===== src/rtl/fifo_rd_pkg.sv =====
// Shared types and default sizes for the FIFO burst reader.
package fifo_rd_pkg;

  typedef enum logic {
    IDLE  = 1'b0,
    BURST = 1'b1
  } rd_state_t;

  localparam int FIFO_WIDTH_DEF = 16;
  localparam int LEN_W_DEF      = 8;
  localparam int BUF_DEPTH_DEF  = 3;

endpackage


===== src/rtl/fifo_rd_out_buf.sv =====
// Small circular output buffer: push at tail, pop at head, occupancy count.
// Head data reads as zero while the buffer is empty.
module fifo_rd_out_buf #(
  parameter  int WIDTH = 16,
  parameter  int DEPTH = 3,
  localparam int OCC_W = $clog2(DEPTH + 1),
  localparam int PTR_W = $clog2(DEPTH)
) (
  input  logic             clk,
  input  logic             rst_n,
  input  logic             i_push,
  input  logic [WIDTH-1:0] i_push_data,
  input  logic             i_pop,
  output logic [OCC_W-1:0] o_occ,
  output logic [WIDTH-1:0] o_head
);

  localparam logic [PTR_W-1:0] LAST_PTR = PTR_W'(DEPTH - 1);

  logic [WIDTH-1:0] r_mem [DEPTH];
  logic [PTR_W-1:0] r_wr_ptr;
  logic [PTR_W-1:0] r_rd_ptr;
  logic [OCC_W-1:0] r_occ;

  // NOTE: non-blocking assignments for all state so every register samples pre-edge values.
  always_ff @(posedge clk) begin
    if (!rst_n) begin
      r_wr_ptr <= '0;
      r_rd_ptr <= '0;
      r_occ    <= '0;
    end else begin
      if (i_push) r_wr_ptr <= (r_wr_ptr == LAST_PTR) ? '0 : r_wr_ptr + 1'b1;
      if (i_pop)  r_rd_ptr <= (r_rd_ptr == LAST_PTR) ? '0 : r_rd_ptr + 1'b1;
      case ({i_push, i_pop})
        2'b10:   r_occ <= r_occ + 1'b1;
        2'b01:   r_occ <= r_occ - 1'b1;
        default: r_occ <= r_occ;
      endcase
    end
  end

  // NOTE: storage is deliberately not reset; occupancy gates every read of it.
  always_ff @(posedge clk) begin
    if (i_push) r_mem[r_wr_ptr] <= i_push_data;
  end

  assign o_occ  = r_occ;
  assign o_head = (r_occ != '0) ? r_mem[r_rd_ptr] : '0;

endmodule


===== src/rtl/fifo_burst_reader.sv =====
// Read-side burst master: drains N words from a 1-cycle-latency FIFO into a valid/ready stream.
// Optional FIFO_BURST_READER_STATS_EN adds saturating stat_words / stat_stall counters.
module fifo_burst_reader
  import fifo_rd_pkg::*;
#(
  parameter int FIFO_WIDTH = FIFO_WIDTH_DEF,
  parameter int LEN_W      = LEN_W_DEF,
  parameter int BUF_DEPTH  = BUF_DEPTH_DEF
) (
  input  logic                  clk,
  input  logic                  rst_n,
  input  logic                  start,
  input  logic [LEN_W-1:0]      burst_len,
  output logic                  busy,
  output logic                  done,
  output logic                  fifo_rd_en,
  input  logic                  fifo_empty,
  input  logic [FIFO_WIDTH-1:0] fifo_data_out,
  output logic                  m_valid,
  output logic [FIFO_WIDTH-1:0] m_data,
  input  logic                  m_ready
`ifdef FIFO_BURST_READER_STATS_EN
  ,
  output logic [31:0]           stat_words,
  output logic [31:0]           stat_stall
`endif
);

  localparam int OCC_W = $clog2(BUF_DEPTH + 1);
  localparam int CNT_W = OCC_W + 1;

  rd_state_t        r_state, w_state_nxt;
  logic [LEN_W-1:0] r_rd_left, w_rd_left_nxt;
  logic [LEN_W-1:0] r_acc_left, w_acc_left_nxt;
  logic             r_inflight;
  logic [OCC_W-1:0] w_occ;
  logic [CNT_W-1:0] w_pending;
  logic             w_pop;
  logic             w_last;

  // Words buffered plus the one possibly returning from the FIFO this cycle.
  assign w_pending  = CNT_W'(w_occ) + CNT_W'(r_inflight);
  assign fifo_rd_en = (r_state == BURST) && (r_rd_left != '0) && !fifo_empty &&
                      (w_pending < CNT_W'(BUF_DEPTH));

  assign m_valid = (w_occ != '0);
  assign w_pop   = m_valid && m_ready;
  assign w_last  = w_pop && (r_state == BURST) && (r_acc_left == LEN_W'(1));
  assign done    = w_last;
  assign busy    = (r_state == BURST);

  fifo_rd_out_buf #(
    .WIDTH (FIFO_WIDTH),
    .DEPTH (BUF_DEPTH)
  ) u_out_buf (
    .clk         (clk),
    .rst_n       (rst_n),
    .i_push      (r_inflight),
    .i_push_data (fifo_data_out),
    .i_pop       (w_pop),
    .o_occ       (w_occ),
    .o_head      (m_data)
  );

  // NOTE: every output of this block gets a default first so no latch is inferred.
  always_comb begin
    w_state_nxt    = r_state;
    w_rd_left_nxt  = r_rd_left;
    w_acc_left_nxt = r_acc_left;
    case (r_state)
      IDLE: begin
        if (start && (burst_len != '0)) begin
          w_state_nxt    = BURST;
          w_rd_left_nxt  = burst_len;
          w_acc_left_nxt = burst_len;
        end
      end
      BURST: begin
        if (fifo_rd_en) w_rd_left_nxt  = r_rd_left - 1'b1;
        if (w_pop)      w_acc_left_nxt = r_acc_left - 1'b1;
        if (w_last)     w_state_nxt    = IDLE;
      end
      default: w_state_nxt = IDLE;
    endcase
  end

  always_ff @(posedge clk) begin
    if (!rst_n) begin
      r_state    <= IDLE;
      r_rd_left  <= '0;
      r_acc_left <= '0;
      r_inflight <= 1'b0;
    end else begin
      r_state    <= w_state_nxt;
      r_rd_left  <= w_rd_left_nxt;
      r_acc_left <= w_acc_left_nxt;
      r_inflight <= fifo_rd_en;
    end
  end

`ifdef FIFO_BURST_READER_STATS_EN
  logic [31:0] r_stat_words;
  logic [31:0] r_stat_stall;

  always_ff @(posedge clk) begin
    if (!rst_n) begin
      r_stat_words <= '0;
      r_stat_stall <= '0;
    end else begin
      if (w_pop && (r_stat_words != '1)) r_stat_words <= r_stat_words + 1'b1;
      if ((r_state == BURST) && (r_rd_left != '0) && fifo_empty && (r_stat_stall != '1))
        r_stat_stall <= r_stat_stall + 1'b1;
    end
  end

  assign stat_words = r_stat_words;
  assign stat_stall = r_stat_stall;
`endif

endmodule


===== config.mk =====
export PLATFORM = sky130hd
export DESIGN_NAME = fifo_burst_reader
export DESIGN_NICKNAME = d
export VERILOG_FILES = /design/src/rtl/fifo_rd_pkg.sv /design/src/rtl/fifo_rd_out_buf.sv /design/src/rtl/fifo_burst_reader.sv
export SDC_FILE = /design/constraint.sdc
export NUM_CORES = 1
export LEC_CHECK = 0
export ABC_AREA = 1
export CAP_MARGIN = 20
export CORE_MARGIN = 2
export CORE_UTILIZATION = 49
export CTS_BUF_LIST = sky130_fd_sc_hd__clkbuf_16
export CTS_CLUSTER_DIAMETER = 200
export CTS_CLUSTER_SIZE = 8
export DETAILED_ROUTE_END_ITERATION = 8
export PLACE_DENSITY = 0.76
export SETUP_SLACK_MARGIN = 0.2
export SYNTH_ARGS = -nofsm -noshare
export SYNTH_HDL_FRONTEND = slang
export SYNTH_SLANG_ARGS = --single-unit

===== constraint.sdc =====
create_clock -name clk -period 2.2 [get_ports clk]
set_clock_uncertainty 0.1 [all_clocks]
set_input_delay 0.44 -clock clk [delete_from_list [all_inputs] [get_ports clk]]
set_output_delay 0.44 -clock clk [all_outputs]
set_load 0.005 [all_outputs]

==> impl_metrics.tcl, run 1 <==
set metrics [dict create \
    ys_ff_latch 74 \
    ys_types 25 \
    setup.worst_path.end_class "primary output" \
    ios 49 \
    finalHoldViolCount 0 \
    r2r_start "u_out_buf.o_occ[0]" \
    syn_area_per_cell_um2 9.03 \
    die_area_um2 7900 \
    grtUsageTotal 0.218 \
    gp_congestion 0.832 \
    antenna_left 0 \
    setup_tns_ns 0 \
    p_leak_nw 2.25 \
    die_y_um 88.9 \
    synthCells 391 \
    finalMaxSlewViolations 0 \
    grt_overflow_total 0 \
    vias_per_cell 5.10 \
    n_fill_cell 503 \
    yosys.area.top_type_share 0.408 \
    portBuffers 48 \
    first_global_vias 2808 \
    cts.htree.levels 3 \
    cp.arrival_ns 1.59 \
    cts.sinks 74 \
    rsz0062_at_grt "true" \
    core_area_um2 6870 \
    drtIter0Drc 122 \
    post-place-ws_ns -0.145 \
    row_count 30 \
    layout_commonest_cell "inv_1" \
    post-dp-hpwl_um 5060 \
    tritoncts.num_buffers 9 \
    finalCriticalPeriod_ns 2.13 \
    setup_viol 0 \
    grt_start_max_net_pins 33 \
    max_cap_viol_count 0 \
    drc 0 \
    min_path_type "reg2reg" \
    diodes 0 \
    ys_seq_area_frac 0.556 \
    placedCellCount 539 \
    power_density_nw_per_um2 824 \
    cp_data_required_time_ns 1.66 \
    fin_total_pwr_w 0.00402 \
    hp-start "u_out_buf.r_rd_ptr[1]" \
    vias 2935 \
    max_freq_mhz 470 \
    startpoint_type "flip-flop" \
    antenna_found_initial 0 \
    fin_crit_sh 0.967 \
    wl_per_cell_um 14.5 \
    path_max_fanout 6 \
    area_delta_synth_final_pct 38.4 \
    first_pass_iters 4 \
    initial_core_util 0.514 \
    cts_hold_buf 0 \
    mostFrequentLayoutCells "inv_1, nor2_1, nand2_1, edfxtp_1, clkdlybuf4s50_1" \
    stdcell_count 575 \
    clk_pin_slew_ns 0.06 \
    status "complete, no violations" \
    yosys.area.top_type "edfxtp_1" \
    yosysWarnings 0 \
    clockRootBuffer "clkbuf_16" \
    worst_slew_pin_slew_ns 0.345 \
    cts_tree "built" \
    cts_buffer_depth 2 \
    finalNetCount 510 \
    die_w_um 88.9 \
    relSlewSlack 0.769 \
    fin_ws_ns 0.0733 \
    synthesis.nets 427 \
    drive_above_1_share 0.248 \
    grt_first_pass_wirelength_um 12900 \
    worst-setup-path-type "reg2out" \
    clk_latency_ns 0.33 \
    syn_area_um2 3530 \
    peakVddDrop_mv 0.424 \
    synth_area_leaders "edfxtp_1, dfxtp_1, inv_1" \
    fin_util 0.711 \
    routed_wl_um 8350 \
]
critical path, stage by stage (launching register included):
cell     delay, ns
dfxtp_4       0.37
buf_16        0.14
buf_8         0.12
mux2_4        0.30
o21ai_2       0.15
inv_1         0.05
buf_2         0.12
stage by stage:
stage	hold slack (ns)	cell area [µm²]
6_report	0.397	4890
5_1_grt	0.436	4890
4_1_cts	0.401	4770
3_5_place_dp	0.394	4240
3_3_place_gp	0.380	4240
2_1_floorplan	0.360	3540
cell usage after synthesis:
cell	instances
nand2_4	2
dfxtp_1	26
xor2_1	1
o211a_1	1
nand3_1	14
clkinv_2	1
clkbuf_1	8
buf_2	1
o21bai_4	1
inv_2	2
a21oi_1	28
a211oi_1	1
nor2_4	2
mux2_2	16
nand2_2	2
o21ai_0	40
edfxtp_1	48
nor3_1	4
nand4_1	4
buf_6	1
inv_1	66
nor2_1	58
ha_1	7
nand3b_1	1
nand2_1	56
final timing paths:
check	depth (start not counted)	slack [ns]	to
setup / recovery	6	0.07	m_data[12]
hold / removal	2	0.40	flip-flop
setup reg to reg	11	0.27	u_out_buf.o_occ[1]
hold reg to reg	2	0.40	flip-flop
area by class of cell:
cell class / instances / area [µm²] / share of cell area
Sequential cell: 74 / 1970 / 0.403
Multi-Input combinational cell: 238 / 1420 / 0.291
Timing Repair Buffer: 82 / 805 / 0.165
Inverter: 69 / 260 / 0.0533
Clock buffer: 9 / 225 / 0.0461
Tap cell: 96 / 120 / 0.0246
Clock inverter: 7 / 86.3 / 0.0177
repair_timing:
item / in CTS / in global routing
setup buffers: 15 / 3
hold endpoints to repair: 0 / 0
cloned: 2 / 0
pin swaps: 18 / 20
gates resized for setup: 124 / 23
setup endpoints to repair: 19 / 20
state kept, by name, summed over array words and instances (netlist names), named ones only:
| name | flops |
|---|---|
| busy | 1 |
| r_inflight | 1 |
| r_acc_left | 8 |
| u_out_buf.r_rd_ptr | 2 |
| u_out_buf.r_mem | 48 |
| r_rd_left | 8 |
| u_out_buf.o_occ | 2 |
| u_out_buf.r_wr_ptr | 2 |
power breakdown:
part	internal (W)	switching, W	leakage (nW)
Clock	0.000981	0.000529	0.162
Sequential	0.00154	0.0000496	0.649
Combinational	0.000459	0.000466	1.43
Total	0.00298	0.00104	2.25
metal layers:
layer | vias up | wire, µm | global-route usage
li1 | 1450 | - | -
met1 | 1369 | 3270 | 0.241
met2 | 95 | 4380 | 0.391
met3 | 21 | 480 | 0.0597
met4 | 0 | 216 | 0.0923
met5 | - | 0 | 0
cells by family (layout without fill, tap and decap cells):
kind of cell | after synthesis | count (layout) | share of synthesized area
AOI/OAI and AO/OA | 71 | 71 | 0.107
xor gates and xnor gates | 1 | 1 | 0.00248
adders and majority gates | 7 | 7 | 0.0248
buffers and inverters | 79 | 167 | 0.0868
DFF | 74 | 74 | 0.556
muxes | 16 | 16 | 0.0510
and+or+nand+nor | 143 | 143 | 0.172
No activity file was read; power rests on OpenSTA's default activity.
==> run 2, diff against run 1 <==
--- a/config.mk
+++ b/config.mk
@@ -5,15 +5,15 @@
 export SDC_FILE = /design/constraint.sdc
 export NUM_CORES = 1
 export LEC_CHECK = 0
-export ABC_AREA = 1
+export ABC_AREA = 0
 export CAP_MARGIN = 20
 export CORE_MARGIN = 2
-export CORE_UTILIZATION = 49
+export CORE_UTILIZATION = 45
 export CTS_BUF_LIST = sky130_fd_sc_hd__clkbuf_16
 export CTS_CLUSTER_DIAMETER = 200
 export CTS_CLUSTER_SIZE = 8
 export DETAILED_ROUTE_END_ITERATION = 8
-export PLACE_DENSITY = 0.76
+export PLACE_DENSITY = 0.71
 export SETUP_SLACK_MARGIN = 0.2
 export SYNTH_ARGS = -nofsm -noshare
 export SYNTH_HDL_FRONTEND = slang
==> run 2 against run 1 <==
- die area is 0.90% higher
- synthesized cell count is 23% lower
- critical path type unchanged
- global-route usage is 1.8 points lower
- setup slack worse by 0.40 ns
- combinational power is 14% lower
- utilization is 5.6 points lower
- first-iteration DRC count is 20% higher
- highest routed layer unchanged
- the flow now finishes with violations (negative setup slack)
- sequential power hardly changed
==> impl_metrics.tcl, run 2 <==
set metrics [dict create \
    status "finished with violations" \
    violations "negative setup slack" \
    antenna_left 0 \
    crit_chain "or4_4 -> or4b_4 -> and2_4 -> buf_6" \
    grt_first_pass_wirelength_um 12000 \
    grt_overflow_total 0 \
    setup.worst_path.end_class "primary output" \
    synthAdderAreaFrac 0.0268 \
    ys.flop_type "edfxtp_1" \
    wl_per_cell_um 15.5 \
    syn_area_per_cell_um2 10.8 \
    antenna_found_initial 0 \
    regMostFlops "u_out_buf.r_mem" \
    finalCriticalPeriod_ns 2.52 \
    mostFrequentLayoutCells "nor2_1, edfxtp_1, buf_4, clkdlybuf4s50_1, a21oi_1" \
    synth_top_family_by_area "simple AND/OR/NAND/NOR gates" \
    drive_above_1_share 0.321 \
    n_fill_cell 552 \
    vias_per_cell 5.21 \
    area_delta_synth_final_pct 42.9 \
    core_area_um2 7140 \
    max_freq_mhz 396 \
    power_density_nw_per_um2 802 \
    die_y_um 89.3 \
    syn_area_um2 3270 \
    path_max_fanout 2 \
    yosysMostFrequentCell "nor2_1" \
    synth-simple-area-share 0.144 \
    crit_path_max_incr_delay_ns 0.54 \
    finalNetCount 442 \
    ys_types 48 \
    synth_area_leaders "edfxtp_1, dfxtp_1, nor2_1" \
    setup_viol 9 \
    synth_mux_area_frac 0.0524 \
    startpoint_type "flip-flop" \
    cts.sinks 74 \
    post-dp-hpwl_um 5110 \
    vias 2657 \
    routed_wl_um 7890 \
    post-place-ws_ns -0.350 \
    portBuffers 48 \
    fin_crit_sh 1.15 \
    synth_common_cells "nor2_1, edfxtp_1, a21oi_1, dfxtp_1, nand2_1" \
    worst_slew_pin_slew_ns 0.284 \
    synth_compound_area_frac 0.133 \
    yosys.area.top_type_share 0.441 \
    relSlewSlack 0.808 \
    synthXorXnorAreaFrac 0.0107 \
    ys_seq_area_frac 0.600 \
    min_path_type "reg2reg" \
    power_frac_comb 0.213 \
    synth-edff-count 48 \
    drc 0 \
    diodes 0 \
    power.share.clock 0.368 \
    rsz0062_at_grt "true" \
    cts_tree "built" \
    gp_congestion 0.872 \
    first_pass_iters 4 \
    fin_ws_ns -0.323 \
    yosys.area.top_type "edfxtp_1" \
    crit_buf_inv 1 \
    cts_buffer_depth 2 \
    placedCellCount 475 \
    first_global_vias 2622 \
    grtUsageTotal 0.200 \
    stdcell_count 510 \
    ys_async_sr_fraction 0 \
    crit_family "simple AND/OR/NAND/NOR gates" \
    p_switching_w 0.00101 \
    critPathSlowestCell "or4b_4" \
    drtIter0Drc 146 \
    clk_pin_slew_ns 0.06 \
    row_count 31 \
    top_regs "u_out_buf.r_mem x48, r_acc_left x8, r_rd_left x8" \
    cts_hold_buf 0 \
    yosysWarnings 0 \
    finalHoldViolCount 0 \
    fin_total_pwr_w 0.00375 \
    fin_area_um2 4670 \
    synthesis.nets 339 \
    tritoncts.num_buffers 9 \
    peakVddDrop_mv 0.420 \
    grt_start_max_net_pins 33 \
    pwr-share-seq 0.419 \
    ios 49 \
    initial_core_util 0.458 \
    die_area_um2 7970 \
    finalMaxSlewViolations 0 \
    largest_register_ff_count 48 \
    cp_data_required_time_ns 1.66 \
    netSwitchingFraction 0.269 \
    synthCells 303 \
    die_w_um 89.3 \
    power.internal_w 0.00274 \
    reg2reg_setup_slack_ns -0.21 \
    layout_commonest_cell "nor2_1" \
    worst-setup-path-type "reg2out" \
    whs_ns 0.378 \
    cp.arrival_ns 1.98 \
    placed_area_um2 4160 \
    clk_latency_ns 0.33 \
    ys_ff_latch 74 \
    cts.htree.levels 3 \
    max_cap_viol_count 0 \
    clockRootBuffer "clkbuf_16" \
    p_leak_nw 1.82 \
]
-- run 2: worst paths after layout --
check | start | to | depth (start not counted)
min reg2reg | r_acc_left[4] | r_acc_left[4] | 2
max | r_rd_left[2] | fifo_rd_en | 4
min | r_acc_left[4] | r_acc_left[4] | 2
max reg2reg | r_rd_left[2] | r_rd_left[0] | 7
-- run 2: layer usage --
metal	global-route usage	up-vias	wire (µm)
li1	-	1307	-
met1	0.225	1286	3250
met2	0.372	53	4280
met3	0.0332	11	238
met4	0.0828	0	119
met5	0	-	0
-- run 2: kinds of logic (layout without fill, tap and decap cells) --
| family | Yosys count | after routing |
|---|---|---|
| simple gates | 107 | 107 |
| fa+ha+maj | 7 | 7 |
| xor+xnor | 4 | 4 |
| compound gates | 68 | 68 |
| mux | 17 | 17 |
| flops | 74 | 74 |
| buf+inv | 26 | 134 |
-- run 2: layout make-up --
cell class                      count  area (µm²)  area share
Timing Repair Buffer              106         941       0.201
Multi-Input combinational cell    203        1310       0.281
Tap cell                           99         124      0.0265
Sequential cell                    74        1970       0.421
Clock buffer                        9         225      0.0482
Clock inverter                      7        60.1      0.0128
Inverter                           12        45.0     0.00964
-- run 2: tightest hold or removal path: cells and delay by family (launching register included) --
kind	cells	cell delay (ns)
flops	1	0.32
simple gates	1	0.05
compound gates	1	0.06
-- run 2: timing repair --
| item | CTS | global route |
|---|---|---|
| setup buffers | 13 | 5 |
| gates cloned | 0 | 1 |
| setup endpoints to repair | 28 | 34 |
| resized for setup | 95 | 21 |
| pin swaps | 23 | 23 |
-- run 2: metrics by stage --
step / util / setup TNS [ns]
final: 0.655 / -1.63
after floorplan: - / 0
after CTS: 0.638 / -1.79
after global routing: 0.655 / -2.09
after detailed placement: 0.583 / -0.814
after global placement: 0.583 / -0.567
-- run 2: power by group through the flow --
| stage | registers (W) | logic, W | clock network [W] |
|---|---|---|---|
| 2_1_floorplan | 0.00159 | 0.000369 | 0 |
| 3_3_place_gp | 0.00159 | 0.000670 | 0 |
| 3_5_place_dp | 0.00159 | 0.000687 | 0 |
| 4_1_cts | 0.00157 | 0.000753 | 0.00140 |
| 5_1_grt | 0.00158 | 0.000875 | 0.00145 |
| 6_report | 0.00157 | 0.000799 | 0.00138 |
